File: src/rtl/cpu24_pkg.sv
// ---------------------------------------------------------------------------
// cpu24_pkg
// Shared definitions for the blocks that sit beside cpu24multi.
//   DATA_WIDTH_DEFAULT : width of the CPU result register
//   snap_state_t       : capture/stream phases of the snapshot argmax unit
//   idx_width_ok()     : elaboration-time sanity check that an index width
//                        can address every entry of a set
// ---------------------------------------------------------------------------
package cpu24_pkg;

    localparam int DATA_WIDTH_DEFAULT = 24;

    localparam int N_CLASSES_MAX = 64;

    // COLLECT fills the set from CPU strobes; STREAM drains it to the host
    typedef enum logic {
        COLLECT = 1'b0,
        STREAM  = 1'b1
    } snap_state_t;

    // An index of width w must reach entry n-1, and the set size is bounded
    // so the count register never needs more than IDX_WIDTH+1 bits.
    function automatic bit idx_width_ok(input int n, input int w);
        return (n >= 1) && (n <= N_CLASSES_MAX) && (w >= 1) && (w >= $clog2(n));
    endfunction

endpackage

File: src/rtl/snapshot_mem.sv
// ---------------------------------------------------------------------------
// snapshot_mem
// N_CLASSES x DATA_WIDTH register array holding one captured set.
//   clk   : system clock
//   we    : write enable
//   waddr : write index
//   wdata : value written at waddr
//   raddr : read index
//   rdata : combinational read of entry raddr (0 for an out-of-range index)
// Storage has no reset; its contents are meaningless until written.
// ---------------------------------------------------------------------------
module snapshot_mem #(
    parameter int DATA_WIDTH = 24,
    parameter int N_CLASSES  = 10,
    parameter int IDX_WIDTH  = 4
) (
    input  logic                  clk,
    input  logic                  we,
    input  logic [IDX_WIDTH-1:0]  waddr,
    input  logic [DATA_WIDTH-1:0] wdata,
    input  logic [IDX_WIDTH-1:0]  raddr,
    output logic [DATA_WIDTH-1:0] rdata
);

    logic [DATA_WIDTH-1:0] mem [N_CLASSES];

    // Single write port; out-of-range addresses are ignored so a
    // non-power-of-two set never writes past the array.
    always_ff @(posedge clk) begin
        if (we && (int'(waddr) < N_CLASSES)) begin
            mem[waddr] <= wdata;
        end
    end

    // Combinational read so the stream port can present mem[ptr] in the
    // same cycle the pointer moves.
    always_comb begin
        rdata = '0;
        if (int'(raddr) < N_CLASSES) begin
            rdata = mem[raddr];
        end
    end

endmodule

File: src/rtl/snapshot_argmax_unit.sv
// ---------------------------------------------------------------------------
// snapshot_argmax_unit
// Records the CPU result register on each notifier strobe, keeps a running
// argmax (lowest index wins ties), then streams the stored set out over a
// valid/ready port.
//   clk, rst      : clock, asynchronous active-high reset
//   clear         : synchronous clear, same effect as rst
//   cap_strobe    : CPU notifier; cap_data is sampled on a capture event
//   cap_data      : value to capture
//   done          : full set captured, argmax outputs valid
//   argmax_idx/val: registered result of the last completed set
//   count         : entries captured in the current set
//   overflow      : sticky, a capture event arrived while streaming
//   rd_valid/rd_ready/rd_data/rd_index/rd_last : stream port
// ---------------------------------------------------------------------------
module snapshot_argmax_unit
    import cpu24_pkg::*;
#(
    parameter int DATA_WIDTH  = DATA_WIDTH_DEFAULT,
    parameter int N_CLASSES   = 10,
    parameter int IDX_WIDTH   = 4,
    parameter int SIGNED      = 1,
    parameter int EDGE_DETECT = 1
) (
    input  logic                  clk,
    input  logic                  rst,
    input  logic                  clear,
    input  logic                  cap_strobe,
    input  logic [DATA_WIDTH-1:0] cap_data,
    output logic                  done,
    output logic [IDX_WIDTH-1:0]  argmax_idx,
    output logic [DATA_WIDTH-1:0] argmax_val,
    output logic [IDX_WIDTH:0]    count,
    output logic                  overflow,
    output logic                  rd_valid,
    input  logic                  rd_ready,
    output logic [DATA_WIDTH-1:0] rd_data,
    output logic [IDX_WIDTH-1:0]  rd_index,
    output logic                  rd_last
);

    // Reject parameter sets whose index cannot address the whole set
    if (!idx_width_ok(N_CLASSES, IDX_WIDTH)) begin : g_bad_params
        $error("snapshot_argmax_unit: IDX_WIDTH too small for N_CLASSES");
    end

    localparam logic [IDX_WIDTH:0]   CNT_ONE    = (IDX_WIDTH+1)'(1);
    localparam logic [IDX_WIDTH:0]   LAST_COUNT = (IDX_WIDTH+1)'(N_CLASSES - 1);
    localparam logic [IDX_WIDTH-1:0] PTR_ONE    = IDX_WIDTH'(1);
    localparam logic [IDX_WIDTH-1:0] LAST_IDX   = IDX_WIDTH'(N_CLASSES - 1);

    snap_state_t           state;
    logic                  strobe_q;
    logic                  cap_ev;
    logic [IDX_WIDTH-1:0]  ptr;
    logic [IDX_WIDTH-1:0]  max_idx;
    logic [DATA_WIDTH-1:0] max_val;
    logic                  take_new;
    logic                  last_write;
    logic                  transfer;
    logic                  mem_we;
    logic [DATA_WIDTH-1:0] mem_rdata;

    // Strict greater-than in the configured number domain; equality never
    // replaces the current maximum, which gives the lowest-index tie-break.
    function automatic logic is_greater(input logic [DATA_WIDTH-1:0] a,
                                        input logic [DATA_WIDTH-1:0] b);
        if (SIGNED != 0) begin
            return $signed(a) > $signed(b);
        end
        return a > b;
    endfunction

    // A capture event is either the rising edge of the strobe or simply the
    // strobe level. strobe_q clears on reset, so a strobe held through reset
    // counts once on the first cycle afterwards.
    assign cap_ev = (EDGE_DETECT != 0) ? (cap_strobe & ~strobe_q) : cap_strobe;

    // The first entry of a set always seeds the running maximum.
    assign take_new   = (count == '0) || is_greater(cap_data, max_val);
    assign last_write = (count == LAST_COUNT);
    assign transfer   = rd_valid && rd_ready;
    assign mem_we     = (state == COLLECT) && cap_ev && !clear;

    snapshot_mem #(
        .DATA_WIDTH (DATA_WIDTH),
        .N_CLASSES  (N_CLASSES),
        .IDX_WIDTH  (IDX_WIDTH)
    ) u_mem (
        .clk   (clk),
        .we    (mem_we),
        .waddr (count[IDX_WIDTH-1:0]),
        .wdata (cap_data),
        .raddr (ptr),
        .rdata (mem_rdata)
    );

    // The stream port is derived straight from the state flop so an
    // asynchronous reset drops rd_valid at once. rd_data is gated so the
    // uninitialised array never shows on the port while idle. Nothing on the
    // port changes during a stall because ptr only moves on a transfer and
    // the array is never written while streaming.
    assign rd_valid = (state == STREAM);
    assign rd_data  = rd_valid ? mem_rdata : '0;
    assign rd_index = ptr;
    assign rd_last  = rd_valid && (ptr == LAST_IDX);

    // Main controller. clear behaves exactly like reset but is sampled on the
    // clock and overrides anything else happening in that cycle. The final
    // capture moves to STREAM and publishes the argmax in the same edge, so
    // done and the result appear the cycle after the last strobe. Captures
    // arriving while streaming are dropped and flagged, including one that
    // coincides with the final transfer.
    always_ff @(posedge clk or posedge rst) begin
        if (rst) begin
            state      <= COLLECT;
            strobe_q   <= 1'b0;
            count      <= '0;
            ptr        <= '0;
            max_idx    <= '0;
            max_val    <= '0;
            done       <= 1'b0;
            argmax_idx <= '0;
            argmax_val <= '0;
            overflow   <= 1'b0;
        end else if (clear) begin
            state      <= COLLECT;
            strobe_q   <= 1'b0;
            count      <= '0;
            ptr        <= '0;
            max_idx    <= '0;
            max_val    <= '0;
            done       <= 1'b0;
            argmax_idx <= '0;
            argmax_val <= '0;
            overflow   <= 1'b0;
        end else begin
            strobe_q <= cap_strobe;
            case (state)
                COLLECT: begin
                    if (cap_ev) begin
                        count <= count + CNT_ONE;
                        if (take_new) begin
                            max_val <= cap_data;
                            max_idx <= count[IDX_WIDTH-1:0];
                        end
                        if (last_write) begin
                            state      <= STREAM;
                            done       <= 1'b1;
                            argmax_idx <= take_new ? count[IDX_WIDTH-1:0] : max_idx;
                            argmax_val <= take_new ? cap_data : max_val;
                        end
                    end
                end
                STREAM: begin
                    if (cap_ev) begin
                        overflow <= 1'b1;
                    end
                    if (transfer) begin
                        if (ptr == LAST_IDX) begin
                            state <= COLLECT;
                            ptr   <= '0;
                            count <= '0;
                            done  <= 1'b0;
                        end else begin
                            ptr <= ptr + PTR_ONE;
                        end
                    end
                end
                default: begin
                    state <= COLLECT;
                end
            endcase
        end
    end

endmodule
File: config.mk
export PLATFORM = sky130hd
export DESIGN_NAME = snapshot_argmax_unit
export DESIGN_NICKNAME = d
export VERILOG_FILES = /design/src/rtl/cpu24_pkg.sv /design/src/rtl/snapshot_mem.sv /design/src/rtl/snapshot_argmax_unit.sv
export SDC_FILE = /design/constraint.sdc
export NUM_CORES = 1
export LEC_CHECK = 0
export BUFFER_PORTS_ARGS = -buffer_cell sky130_fd_sc_hd__buf_2
export CORE_MARGIN = 10
export CORE_UTILIZATION = 25
export DETAILED_ROUTE_END_ITERATION = 7
export GPL_TIMING_DRIVEN = 0
export PLACE_DENSITY = 0.37
export SLEW_MARGIN = 20
export SYNTH_ARGS = -nofsm -noshare
export SYNTH_HDL_FRONTEND = slang
export SYNTH_SLANG_ARGS = --single-unit
File: constraint.sdc
create_clock -name clk -period 3.42 [get_ports clk]
set_clock_uncertainty 0.1 [all_clocks]
set_input_delay 0.342 -clock clk [delete_from_list [all_inputs] [get_ports clk]]
set_output_delay 0.342 -clock clk [all_outputs]
set_load 0.02 [all_outputs]
Word level (Yosys, flattened, before mapping)
Memory sizes are Yosys's and may differ from the RTL's.
Index checks and enable logic that the tools add are counted.
Widths: inputs -> output; s select.
{ "totals": {"out_inout_bits": 65, "in_bits": 29, "memories": 1, "elab_cells": 89, "regBits": 69, "ram_bits": 240} }
{ "memory_table": {"columns": ["name", "depth", "width", "rd", "rd_clocked_by_memory_dff", "write_ports", "line_no", "text"], "rows": [
  ["u_mem.mem", 10, 24, 1, 0, 1, "snapshot_mem.sv:25", "logic [DATA_WIDTH-1:0] mem [N_CLASSES];"]
]} }
{ "classes": {"add_sub_neg": 2, "bitwise_logic": 3, "muxes": 45, "eq_ne": 7, "order_cmp": 3, "reduce_logical": 18} }
{ "ops": {"columns": ["cell", "n"], "rows": [
  ["$mux 24", 10],
  ["$mux 4", 12],
  ["$gt 24x24->1", 1],
  ["$mux 5", 4],
  ["$mux 1", 16],
  ["$pmux 5 s2", 1],
  ["$lt 4x4->1 const B", 2],
  ["$reduce_bool 2->1", 4],
  ["$ne 3x2->1 const B", 2],
  ["$ne 3x3->1 const B", 2],
  ["$reduce_and 2->1", 3],
  ["$reduce_and 3->1", 2],
  ["$add 5x1->5 const B", 1],
  ["$eq 5x4->1 const B", 1],
  ["$logic_and 1x1->1", 5],
  ["$logic_not 5->1", 1],
  ["$add 4x1->4 const B", 1],
  ["$eq 4x4->1 const B", 1],
  ["$pmux 1 s2", 2],
  ["$reduce_and 4->1", 1],
  ["$ne 2x2->1 const B", 1],
  ["$not 1->1", 2],
  ["$and 1x1->1", 1],
  ["$logic_not 1->1", 1],
  ["$logic_or 1x1->1", 1]
]} }

Logic depth before layout (Yosys ltp)
{ "logic_depth": {"ltp_word": 7, "ltp_mapped": 11, "ltp_nobuf": 9} }

By module
Synthesis repeated with hierarchy kept, for this count alone.
{ "hier_totals": {"hier_cells": 921, "area_unflattened_um2": 13487.9} }
{ "by_module_without_submodules": {"columns": ["module", "instances", "seq_area_each_um2", "cells_per_inst", "area_per_inst_um2"], "rows": [
  ["snapshot_mem", 1, 7206.9, 483, 9325.2],
  ["snapshot_argmax_unit", 1, 1726.7, 438, 4162.7]
]} }

Worst setup path after synthesis
OpenSTA, ideal clock, no wires.
{ "synth_path": {"path_type": "reg2out", "from": "reg ptr[0], in the netlist rd_index[0]", "to": "out rd_data[10]", "t_required_ps": 2978, "stages_incl_launch_ff": 6, "arrival_ps": 2229, "n_path_buf": 3, "path_slack_ps": 749, "path_cell_list": "dfrtp_1 > buf_2 > buf_4 > buf_1 > mux2i_1 > a211oi_1"} }
{ "synth_between": {"elab_chain_len": 3, "word_cells_on_any_way": 4, "classes_between": "order compare (1); mux (2); memory (1)"} }
{ "synth_rtl": {"columns": ["element", "line_no", "text"], "rows": [
  ["from (decl)", "snapshot_argmax_unit.sv:55", "logic [IDX_WIDTH-1:0] ptr;"],
  ["from (signal assigned)", "snapshot_argmax_unit.sv:166", "ptr <= ptr + PTR_ONE;"],
  ["$mem_v2 10x24 / $lt 4x4->1 (equally long branches)", null, null],
  ["$mux 24 (*)", "snapshot_mem.sv:39", "if (int'(raddr) < N_CLASSES) begin"],
  ["$mux 24 (*)", "snapshot_argmax_unit.sv:104", "assign rd_data = rd_valid ? mem_rdata : '0;"],
  ["to (decl)", "snapshot_argmax_unit.sv:37", "output logic [DATA_WIDTH-1:0] rd_data,"]
]} }
Every way passes the cells marked *; elsewhere a longest branch is shown, timed or not.

Worst setup path in the final report
{ "layout_path": {"from": "reg ptr[1], in the netlist rd_index[1]", "to": "out rd_data[22]"} }
The elaborated chain is that of the path after synthesis.

==> flow_summary.yaml <==
clocking:
  htreeDepth: 2
  clock-sinks: 309
  post_cts_buffers: 0
  clk_pin_slew_ns: 0.06
  clk_latency_ns: 0.55
  clockBufferDepth: 3
  cts_buffers: 38
  clk_root_buffer_cell: "clkbuf_16"
  cts_tree: "yes"
placement:
  place_congestion: 0.742
  pre_cts_slack_ns: -0.292
  dpl-instance-area_um2: 14700
  port_buffers: 93
  dp.cells: 1622
  dpl.hpwl_mm: 25.6
logic_synthesis:
  synthArstFlopShare_pct: 22.3
  ys.flop_type: "edfxtp_1"
  synth_nets: 891
  seq_area_frac_synth_pct: 67.7
  synth_enable_flop_cells: 240
  yosysTopAreaCell: "edfxtp_1"
  ys_top_cells_by_area: "edfxtp_1 (55%), dfrtp_1 (13%), mux4_2 (8.2%), mux2i_1 (5.9%), a211oi_1 (2.8%)"
  ys_types: 45
  yosysTopAreaCellShare_pct: 54.6
  synthCells: 832
  ys_ff_latch: 309
  syn-cell-area_um2: 13200
  yosysWarnings: 0
  synth_area_per_cell_um2: 15.9
critical_path:
  cp.depth: 7
  regToRegSetupSlack_ns: 0.33
  regToRegEndpoint: "count[4]"
  cpMostUsedCell: "clkbuf_4"
  crit_path_start: "rd_index[1]"
  path_buf_inv: 4
  cp-end-kind: "primary output"
  start_kind: "register"
  worstSetupPathType: "reg -> out"
  worstPathMaxFanout: 10
  rr_worst_depth: 10
  cpPeakStageDelay_ns: 0.49
  required_ns: 2.98
  crit_chain: "clkbuf_2, clkbuf_4, o21ai_0, nand2_2, clkbuf_4, a211oi_2, buf_2"
  crit_arrival_ns: 2.85
  timing.rr.start: "rd_index[1]"
  slowest_stage: "dfrtp_1"
  crit_family: "buffers and inverters"
status:
  outcome: "finished, final reports clean"
global_routing:
  overflow: 0
  grt_pass1_vias: 8267
  grt_max_degree: 46
  track_usage_pct: 12.2
  antenna_found_initial: 0
  grt_pass1_wl_mm: 56.9
die:
  fp.dieH_um: 250
  die_area_um2: 62400
  coreArea_um2: 52400
  die_w_um: 250
  rows: 84
  io_pins: 94
  initial_utilization_pct: 25.2
layout:
  layout_commonest_cell: "edfxtp_1"
  design_area_um2: 16100
  nNetsFinal: 1036
  layout_common_cells: "edfxtp_1 (240), buf_2 (96), mux2i_1 (78)"
  drive_gt1_share_pct: 25.4
  antennaDiodeCount: 0
  stdcell_count: 1695
  syn2layout_area_growth_pct: 21.9
timing:
  setup_slack_ns: 0.133
  setup_tns_ns: 0
  finalSetupViolCount: 0
  min_period_ns: 3.29
  hold_viol: 0
  drv_slew: 0
  worst_pin_slew_ns: 0.961
  fin_crit_sh_pct: 96.1
  slew_headroom_pct: 35.9
  rsz0062_at_grt: "false"
  fmax_mhz: 304
route:
  wl_mm: 38.0
  drc: 0
  avgViaCountPerCell: 4.51
  avgRoutedWirePerCell_um: 22.4
  via_count: 7645
  antenna_left: 0
  dr.pass1.iters: 5
  drt_iter0_drc: 370
min_path:
  hold_path.startpoint: "cap_data[2]"
  hold_class: "in -> reg"
  holdPathStages: 1
  hold_end: "u_mem.mem[3][2]"
run:
  maxCapViolations: 0
pwr:
  ir_worst_vdd_mv: 0.262
  power_mw: 8.71
  p_leak_nw: 5.89
  pwr_density_cell_nw_per_um2: 541
logic make-up after synthesis:
group	Yosys count	synth area share (%)
and+or+nand+nor	148	5.61
AOI/OAI and AO/OA	135	6.46
buffers and inverters	81	3.11
muxes	126	14.1
adders and majority gates	30	2.84
DFF	309	67.7
xor gates and xnor gates	3	0.199
timing repair:
action | in CTS | in global routing
resized for setup | 29 | 6
hold buffers | 3 | 0
endpoints found under the hold margin | 28 | 0
setup endpoints to repair | 24 | 14
per-stage QoR:
step                hold WS [ns]  util, %
finish                    0.0803     30.7
global route              0.0674     30.7
CTS                       0.0487     30.6
detailed placement         0.271     28.1
global placement           0.382     27.7
floorplan                  0.300        -
power breakdown:
part	internal, mW	switching [mW]
Combinational	0.219	0.340
Clock	2.39	1.60
Sequential	4.13	0.0373
Total	6.73	1.98
synthesized netlist by cell type, types with 2 or more instances:
cell type	count
and2_1	5
edfxtp_1	240
clkbuf_1	35
and4_2	2
buf_1	2
nand3_1	3
o21ai_0	35
dfrtp_1	69
nor4_1	2
buf_2	5
a211oi_1	50
and3_1	4
a21oi_1	38
nand4_1	8
mux4_2	48
inv_1	31
mux2i_1	78
buf_6	2
nand2_1	67
buf_12	5
nor3_1	3
nand3b_1	2
ha_1	30
xor2_1	3
nand2b_1	2
nor2_1	17
nor2b_1	28
final cells by class:
cell class | instances | area [um^2]
plain buffers | 50 | 335
clock buffers | 42 | 987
clock inverters | 28 | 256
fillers | 5193 | 36300
inverters | 31 | 119
multi-input cells | 442 | 3900
flip-flops and latches | 309 | 8930
well taps | 688 | 861
repair buffers | 105 | 706
metal layers:
metal  vias up  track usage, %  routed length (um)
met1      3918            16.7               18200
met4         0            3.65                 793
met2       176            19.0               17200
met5         -               0                   0
met3        50            2.47                1700
li1       3501               -                   -
how the worst max path moves through the flow:
stage,endpoint
3_3_place_gp,rd_data[21]
3_5_place_dp,rd_data[21]
2_1_floorplan,rd_data[10]
5_1_grt,rd_data[23]
4_1_cts,rd_data[3]
6_report,rd_data[22]
sequential cells by signal, summed over array words and instances (netlist names):
name	flops
u_mem.mem	240
done	1
strobe_q	1
count	5
max_val	24
rd_valid	1
argmax_idx	4
overflow	1
rd_index	4
max_idx	4
argmax_val	24
No activity file was read; power rests on OpenSTA's default activity.
